### config.mk
export PLATFORM = sky130hd
export DESIGN_NAME = vga_timing_out
export DESIGN_NICKNAME = d
export VERILOG_FILES = /design/src/rtl/vga_timing_out.sv
export SDC_FILE = /design/constraint.sdc
export NUM_CORES = 1
export LEC_CHECK = 0
export CORE_MARGIN = 1
export CORE_UTILIZATION = 47
export CTS_CLUSTER_DIAMETER = 60
export DETAILED_ROUTE_END_ITERATION = 10
export PLACE_DENSITY = 0.8
export REMOVE_ABC_BUFFERS = 1
export SKIP_CTS_REPAIR_TIMING = 1
export SYNTH_ARGS = -nofsm -noshare
export SYNTH_HDL_FRONTEND = slang
export SYNTH_SLANG_ARGS = --single-unit
### constraint.sdc
create_clock -name clk -period 2.3 [get_ports clk]
set_input_delay 0.46 -clock clk [delete_from_list [all_inputs] [get_ports clk]]
set_output_delay 0.46 -clock clk [all_outputs]
set_load 0.01 [all_outputs]
### src/rtl/vga_timing_out.sv
// VGA raster timing generator: pixel divider, h/v counters, registered syncs and blanked colour.
// Optional `VGA_BORDER_TEST_EN forces white on the outermost visible pixels for monitor alignment.
module vga_timing_out #(
    parameter int unsigned H_VISIBLE = 640,
    parameter int unsigned H_FP      = 16,
    parameter int unsigned H_SYNC    = 96,
    parameter int unsigned H_BP      = 48,
    parameter int unsigned V_VISIBLE = 480,
    parameter int unsigned V_FP      = 10,
    parameter int unsigned V_SYNC    = 2,
    parameter int unsigned V_BP      = 33,
    parameter int unsigned CLK_DIV   = 2,
    parameter bit          SYNC_POL  = 1'b0
) (
    input  logic       clk,
    input  logic       reset,
    input  logic       r_buf,
    input  logic       g_buf,
    input  logic       b_buf,
    output logic [9:0] pixel_x,
    output logic [9:0] pixel_y,
    output logic       video_on,
    output logic       pixel_tick,
    output logic       frame_tick,
    output logic       hsync,
    output logic       vsync,
    output logic       red,
    output logic       green,
    output logic       blue
);
    localparam int unsigned H_TOTAL = H_VISIBLE + H_FP + H_SYNC + H_BP;
    localparam int unsigned V_TOTAL = V_VISIBLE + V_FP + V_SYNC + V_BP;
    localparam int unsigned DIV_W   = (CLK_DIV > 1) ? $clog2(CLK_DIV) : 1;

    localparam logic [DIV_W-1:0] DIV_LAST = DIV_W'(CLK_DIV - 1);
    localparam logic [9:0] H_LAST   = 10'(H_TOTAL - 1);
    localparam logic [9:0] V_LAST   = 10'(V_TOTAL - 1);
    localparam logic [9:0] H_VIS    = 10'(H_VISIBLE);
    localparam logic [9:0] V_VIS    = 10'(V_VISIBLE);
    localparam logic [9:0] HS_FIRST = 10'(H_VISIBLE + H_FP);
    localparam logic [9:0] HS_LAST  = 10'(H_VISIBLE + H_FP + H_SYNC - 1);
    localparam logic [9:0] VS_FIRST = 10'(V_VISIBLE + V_FP);
    localparam logic [9:0] VS_LAST  = 10'(V_VISIBLE + V_FP + V_SYNC - 1);

    logic [DIV_W-1:0] div_reg, div_next;
    logic             tick_reg;
    logic [9:0]       x_reg, x_next;
    logic [9:0]       y_reg, y_next;
    logic             hsync_reg, vsync_reg;
    logic [2:0]       rgb_reg, rgb_next, rgb_in;
    logic             hs_raw, vs_raw, line_end;

    assign div_next = (div_reg == DIV_LAST) ? '0 : div_reg + DIV_W'(1);
    assign line_end = (x_reg == H_LAST);

    always_comb begin
        x_next = x_reg;
        y_next = y_reg;
        if (tick_reg) begin
            if (line_end) begin
                x_next = '0;
                y_next = (y_reg == V_LAST) ? '0 : y_reg + 10'd1;
            end else begin
                x_next = x_reg + 10'd1;
            end
        end
    end

    assign video_on   = (x_reg < H_VIS) && (y_reg < V_VIS);
    assign hs_raw     = (x_reg >= HS_FIRST) && (x_reg <= HS_LAST);
    assign vs_raw     = (y_reg >= VS_FIRST) && (y_reg <= VS_LAST);
    assign frame_tick = tick_reg && line_end && (y_reg == V_LAST);
    assign rgb_in     = {r_buf, g_buf, b_buf};

`ifdef VGA_BORDER_TEST_EN
    logic border;
    assign border = video_on && ((x_reg == 10'd0) || (x_reg == H_VIS - 10'd1) ||
                                 (y_reg == 10'd0) || (y_reg == V_VIS - 10'd1));
`endif

    // Colour is gated by the counters of the pixel being registered, so blanking stays aligned with sync.
    generate
        for (genvar gi = 0; gi < 3; gi++) begin : g_colour
`ifdef VGA_BORDER_TEST_EN
            assign rgb_next[gi] = (rgb_in[gi] & video_on) | border;
`else
            assign rgb_next[gi] = rgb_in[gi] & video_on;
`endif
        end
    endgenerate

    // tick_reg is high exactly while the divider sits at its last count.
    always_ff @(posedge clk) begin
        if (reset) begin
            div_reg   <= '0;
            tick_reg  <= 1'b0;
            x_reg     <= '0;
            y_reg     <= '0;
            hsync_reg <= ~SYNC_POL;
            vsync_reg <= ~SYNC_POL;
            rgb_reg   <= '0;
        end else begin
            div_reg  <= div_next;
            tick_reg <= (div_next == DIV_LAST);
            x_reg    <= x_next;
            y_reg    <= y_next;
            if (tick_reg) begin
                hsync_reg <= hs_raw ? SYNC_POL : ~SYNC_POL;
                vsync_reg <= vs_raw ? SYNC_POL : ~SYNC_POL;
                rgb_reg   <= rgb_next;
            end
        end
    end

    assign pixel_x    = x_reg;
    assign pixel_y    = y_reg;
    assign pixel_tick = tick_reg;
    assign hsync      = hsync_reg;
    assign vsync      = vsync_reg;
    assign red        = rgb_reg[2];
    assign green      = rgb_reg[1];
    assign blue       = rgb_reg[0];
endmodule

==> results of run 1 <==
-- worst max-delay path by stage --
| stage | startpoint | endpoint | cells after the start |
|---|---|---|---|
| 2_1_floorplan | pixel_x[0] | frame_tick | 4 |
| 3_3_place_gp | pixel_x[0] | frame_tick | 5 |
| 3_5_place_dp | pixel_x[1] | frame_tick | 5 |
| 4_1_cts | pixel_x[1] | frame_tick | 5 |
| 5_1_grt | pixel_x[7] | video_on | 4 |
| 6_report | pixel_x[5] | frame_tick | 4 |
-- logic make-up (layout without fill, tap and decap cells) --
group,count (synthesis),after routing,share of synthesized area
AND/OR/NAND/NOR,65,65,0.289
buffers and inverters,13,60,0.0462
adder cells (fa/ha/maj),4,4,0.0402
XOR/XNOR,11,11,0.0773
flip-flops,26,26,0.418
AO/OA/AOI/OAI,25,25,0.130
-- area by class of cell --
| class | count | area, um^2 |
|---|---|---|
| fillers | 213 | 739 |
| multi-input cells | 105 | 686 |
| flip-flops and latches | 26 | 523 |
| repair buffers | 47 | 428 |
| well taps | 30 | 37.5 |
| inverters | 9 | 33.8 |
| clock inverters | 1 | 30.0 |
| clock buffers | 3 | 22.5 |
-- metal layers --
metal | track usage | vias to the layer above
met4 | 0.127 | 0
met2 | 0.379 | 30
met1 | 0.309 | 583
li1 | - | 609
met5 | 0 | -
met3 | 0.0316 | 4
-- report_power, final --
part | switching, uW | internal [uW]
sequential | 6.70 | 460
combinational | 30.8 | 37.2
clock | 142 | 176
-- synthesized netlist by cell type, drive strengths merged --
| cell | count | share of area |
|---|---|---|
| buf | 2 | 0.013 |
| nand4 | 4 | 0.020 |
| nand4bb | 1 | 0.0090 |
| a211o | 1 | 0.0070 |
| o21a | 1 | 0.0060 |
| xnor2 | 8 | 0.056 |
| nand3 | 6 | 0.024 |
| or3 | 8 | 0.048 |
| ha | 4 | 0.040 |
| and4 | 2 | 0.014 |
| nor2 | 17 | 0.051 |
| nor3b | 1 | 0.0060 |
| a31oi | 2 | 0.010 |
| nand2b | 2 | 0.010 |
| inv | 9 | 0.027 |
| xor2 | 3 | 0.021 |
| nand4b | 1 | 0.0070 |
| a22o | 3 | 0.021 |
| a2111o | 1 | 0.0090 |
| a21oi | 9 | 0.039 |
| nor3 | 5 | 0.020 |
| nor4b | 1 | 0.0070 |
| o21ai | 7 | 0.028 |
| clkbuf | 2 | 0.0060 |
| dfxtp | 26 | 0.42 |
| o21bai | 1 | 0.0090 |
| nor4 | 4 | 0.020 |
| nand2 | 10 | 0.030 |
| or4 | 3 | 0.022 |
-- worst max-delay path, delay by kind of cell, from the launching register on --
family | cells | cell delay [ns]
simple gates | 3 | 0.96
flops | 1 | 0.34
buf+inv | 1 | 0.15
-- stage by stage --
step / setup WS, ns / hold slack [ns] / util
floorplan: 0.227 / 0.508 / -
global placement: 0.0419 / 0.458 / 0.677
detailed placement: -0.0358 / 0.465 / 0.677
CTS: -0.423 / 0.499 / 0.698
global route: 0.00270 / 0.539 / 0.704
finish: 0.0748 / 0.494 / 0.704
==> out/qor.yml, run 1 <==
finish:
  final_nets: 201
  final_common_cell: "clkdlybuf4s50_1"
  layout-drive-gt1-share: 0.157
  antenna_cells_inserted: 0
  area.growth.synth_to_final_pct: 41.3
  design_area_um2: 1760
  finish.cell_count_without_fillers: 221
  commonest_cells_after_routing_fill_and_taps_aside: "clkdlybuf4s50_1, dfxtp_1, nor2_1, buf_4, nand2_1"
clocking:
  max-clock-path-buffers: 2
  clock_sink_count: 26
  cts_root_buffer: "clkbuf_4"
  tritoncts: "yes"
  clk-insertion-delay-late_ns: 0.33
  cts-htree-levels: 1
  cts_made_buffers: 3
  worst_setup_hold_path_clk_slew_ns: 0.14
setup_path:
  peak_fanout_along_the_critical_path: 3
  slowest_delay_ns: 0.43
  reg2reg_from: "pixel_x[0]"
  critical_path_arrival_ns: 1.77
  r2r_setup_slack_ns: 0.28
  reg2reg_depth: 6
  critical_path.endpoint_type: "primary output"
  crit_required_ns: 1.84
  critPathLaunchType: "flop"
  cp_class: "reg2out"
  slowest_stage: "or4_4"
  r2r-end: "pixel_y[6]"
  critical_path.cell_chain: "or3_4, or4_4, nor2_1, buf_2"
floorplanning:
  starting_utilization_of_the_core_area: 0.498
  floorplan.rows: 18
  floorplan.die_area_um2: 2860
  die_height_um: 53.5
  design.portCount: 33
  coreArea_um2: 2500
  die_width_um: 53.5
sta:
  worst-slew-pin-transition_ns: 0.472
  final_min_period_over_clock_period: 0.967
  setup_repair_after_global_routing_missed_its_margin: "no"
  maxSlewViolCount: 0
  fin_worst_skew_ns: 0.00184
  max-slew-margin-rel: 0.682
  fmaxAchievable_mhz: 449
  setup-tns-final_ns: 0
  finalWorstPathRequiredPeriod_ns: 2.23
  hold_viol: 0
  final_setup_violation_count: 0
logic_synthesis:
  postSynthRegisterBits: 26
  syn-cell-area_um2: 1250
  synth_cells: 144
  total_of_warnings_raised_by_yosys: 0
  syn-mean-instance-area_um2: 8.65
  synth.distinct_cells: 34
  synth.yosys.seq_area_share: 0.418
routing:
  first_pass_iters: 4
  met1_length_um: 1440
  route.antenna.remaining_nets: 0
  topRoutingLayerUsed: "met4"
  num_vias: 1226
  wl_per_cell_um: 14.0
  routed_via_density: 5.55
  drt_iter0_drcs: 15
  met3_length_um: 95
  detail_route.drc_violations: 0
  detail_route.wirelength_um: 3090
  routed-wl-met2_um: 1510
placed_design:
  placed_cells: 217
  io_buffers: 32
  place_congestion: 0.777
  placed_area_um2: 1690
  place_hpwl_um: 2260
worst_hold_path:
  whs_path_depth: 2
  hold_start: "hsync"
  min_to: "hsync"
  hold_path_class: "reg2reg"
global_routing:
  grt_first_pass_wirelength_um: 4970
  grt.overflow.total: 0
  track_usage: 0.239
  initial_antenna_violation_count: 0
  first_global_vias: 1165
  grt_max_degree: 16
power:
  cellLeakagePower_uw: 0.000595
  worst_ir_drop_vdd_v: 0.000411
  cellPowerDensity_nw_per_um2: 484
  total_power_uw: 853
run:
  maxCapViolCount: 0
outcome:
  status: "completed"
(Power assumes the default switching activity.)
==> run 2, diff against run 1 <==
--- a/config.mk
+++ b/config.mk
@@ -5,7 +5,7 @@
 export SDC_FILE = /design/constraint.sdc
 export NUM_CORES = 1
 export LEC_CHECK = 0
-export CORE_MARGIN = 1
+export CORE_MARGIN = 3
 export CORE_UTILIZATION = 47
 export CTS_CLUSTER_DIAMETER = 60
 export DETAILED_ROUTE_END_ITERATION = 10
==> out/qor.yml, run 2 (synthesis results as in run 1) <==
outcome:
  status: "completed"
floorplanning:
  floorplan.die_area_um2: 3310  # +16%
  starting_utilization_of_the_core_area: 0.498  # unchanged
  die_height_um: 57.5  # +7.5%
  floorplan.rows: 18  # unchanged
  design.portCount: 33  # unchanged
  coreArea_um2: 2500  # unchanged
  die_width_um: 57.5  # +7.5%
setup_path:
  reg2reg_depth: 6  # unchanged
  critPathLaunchType: "flop"
  critical_path_arrival_ns: 1.75  # -0.02 ns
  slowest_delay_ns: 0.54  # +0.11 ns
  slowest_stage: "or4_4"
  critical_path.top_delay_family: "simple AND/OR/NAND/NOR gates"
  crit_required_ns: 1.84  # about the same
  critical_path.endpoint_type: "primary output"
  peak_fanout_along_the_critical_path: 2  # -1
  r2r-end: "pixel_y[3]"
  critical_path.cell_chain: "ha_2, nand3_1, or4_4, nor2_4, clkbuf_2"
  cp_num_cells: 5  # +1
  r2r_setup_slack_ns: 0.30  # +0.02 ns
  critPathBufInv: 1  # unchanged
  reg2reg_from: "pixel_x[0]"
  cp_class: "reg2out"
finish:
  post-route-util: 0.707  # +0.00300
  layout-drive-gt1-share: 0.166  # +0.00874
  seqCellArea_um2: 523  # unchanged
  fill_cells: 200  # -6.1%
  multiInputGateArea_um2: 678  # -1.1%
  commonest_cells_after_routing_fill_and_taps_aside: "clkdlybuf4s50_1, dfxtp_1, buf_4, nor2_1, nand2_1"
  final_common_cell: "clkdlybuf4s50_1"
  finish.cell_count_without_fillers: 223  # +0.90%
  final_nets: 203  # +1.0%
  area.growth.synth_to_final_pct: 41.9
  antenna_cells_inserted: 0  # unchanged
sta:
  finalWorstPathRequiredPeriod_ns: 2.21  # -0.0134 ns
  fmaxAchievable_mhz: 452  # +0.60%
  maxSlewViolCount: 0  # unchanged
  setup-tns-final_ns: 0  # unchanged
  final.hold.worst_slack_ns: 0.492  # -0.00205 ns
  max-slew-margin-rel: 0.655  # -0.0275
  worst-slew-pin-transition_ns: 0.513  # +0.0409 ns
  final_min_period_over_clock_period: 0.962  # -0.00582
  fin_worst_skew_ns: 0.0108  # +0.00897 ns
  final_setup_violation_count: 0  # unchanged
  hold_viol: 0  # unchanged
clocking:
  tritoncts: "yes"
  cts_root_buffer: "clkbuf_4"
  cts_made_buffers: 3  # unchanged
  worst_setup_hold_path_clk_slew_ns: 0.14  # about the same
  cts-htree-levels: 1  # unchanged
  clock_sink_count: 26  # unchanged
  clk-insertion-delay-late_ns: 0.32  # about the same
  max-clock-path-buffers: 2  # unchanged
routing:
  detail_route.drc_violations: 0  # unchanged
  wl_per_cell_um: 14.7  # +5.0%
  route.antenna.remaining_nets: 0  # unchanged
  num_vias: 1245  # +1.5%
  routed_via_density: 5.58  # +0.64%
  drt_iter0_drcs: 25  # +10
  detail_route.wirelength_um: 3280  # +6.0%
  first_pass_iters: 5  # +1
global_routing:
  first_global_vias: 1226  # +5.2%
  track_usage: 0.212  # -0.0268
  grt_max_degree: 16  # unchanged
  initial_antenna_violation_count: 0  # unchanged
  grt_first_pass_wirelength_um: 5610  # +13%
  grt.overflow.total: 0  # unchanged
placed_design:
  placed_cells: 218  # +0.46%
  io_buffers: 32  # unchanged
  place_congestion: 0.842  # +8.3%
  place_hpwl_um: 2450  # +8.7%
run:
  maxCapViolCount: 0  # unchanged
power:
  sw_frac_of_total: 0.201  # -0.00905
  total_power_uw: 843  # -1.2%
  clock_power_share: 0.367  # -0.006
  cellInternalPower_uw: 673  # about the same
  cellLeakagePower_uw: 0.000603  # +1.4%
  cellPowerDensity_nw_per_um2: 477  # -1.6%
  p_comb_frac: 0.081  # about the same
  power.net_switching_uw: 169  # -5.4%
  share_seq_of_total_power: 0.552  # +0.005
  worst_ir_drop_vdd_v: 0.000400  # -2.8%
worst_hold_path:
  min_to: "hsync"
  hold_start: "hsync"
  hold_path_class: "reg2reg"
  whs_path_depth: 2  # unchanged
-- run 2: worst min-delay path, stage by stage, from the launching register on --
cell	delay [ns]
dfxtp_1	0.35
nor3_1	0.05
nor2_1	0.07
-- run 2: per-layer routing --
layer | track usage | up-vias | wire [um]
met4 | 0.0662 | 0 | 27
li1 | - | 608 | -
met1 | 0.281 | 591 | 1460
met5 | 0 | - | 0
met3 | 0.0317 | 6 | 137
met2 | 0.355 | 40 | 1650
-- run 2: final cells by class --
cell class | instances | area share
multi-input cells | 105 | 0.384
flip-flops and latches | 26 | 0.296
repair buffers | 49 | 0.251
well taps | 30 | 0.0212
inverters | 9 | 0.0191
clock inverters | 1 | 0.0170
clock buffers | 3 | 0.0127
-- run 2: how the worst max path moves through the flow --
stage / start / end / slack [ns]
6_report: pixel_x[0] / frame_tick / 0.09
5_1_grt: pixel_x[0] / frame_tick / -0.0005
4_1_cts: pixel_x[0] / frame_tick / -0.38
3_5_place_dp: pixel_x[0] / frame_tick / 0.004
3_3_place_gp: pixel_x[5] / frame_tick / 0.06
2_1_floorplan: pixel_x[0] / frame_tick / 0.23
-- run 2: power groups by stage --
stage	Sequential, uW	Combinational [uW]	Clock [uW]
2_1_floorplan	482	19.3	0
3_3_place_gp	473	66.9	0
3_5_place_dp	474	68.2	0
4_1_cts	464	69.0	317
5_1_grt	467	74.9	336
6_report	465	68.6	309
-- run 2: per-stage QoR --
stage	setup slack, ns	cell area, um^2
after floorplan	0.227	1220
after global placement	0.0643	1700
after detailed placement	0.00428	1700
after CTS	-0.384	1750
after global routing	-0.000451	1770
final	0.0881	1770
==> run 3, diff against run 2 <==
--- a/config.mk
+++ b/config.mk
@@ -12,6 +12,7 @@
 export PLACE_DENSITY = 0.8
 export REMOVE_ABC_BUFFERS = 1
 export SKIP_CTS_REPAIR_TIMING = 1
+export SLEW_MARGIN = 0
 export SYNTH_ARGS = -nofsm -noshare
 export SYNTH_HDL_FRONTEND = slang
 export SYNTH_SLANG_ARGS = --single-unit
==> results of run 3 <==
No change in the layout: final DEF, timing and power equal those of run 2.
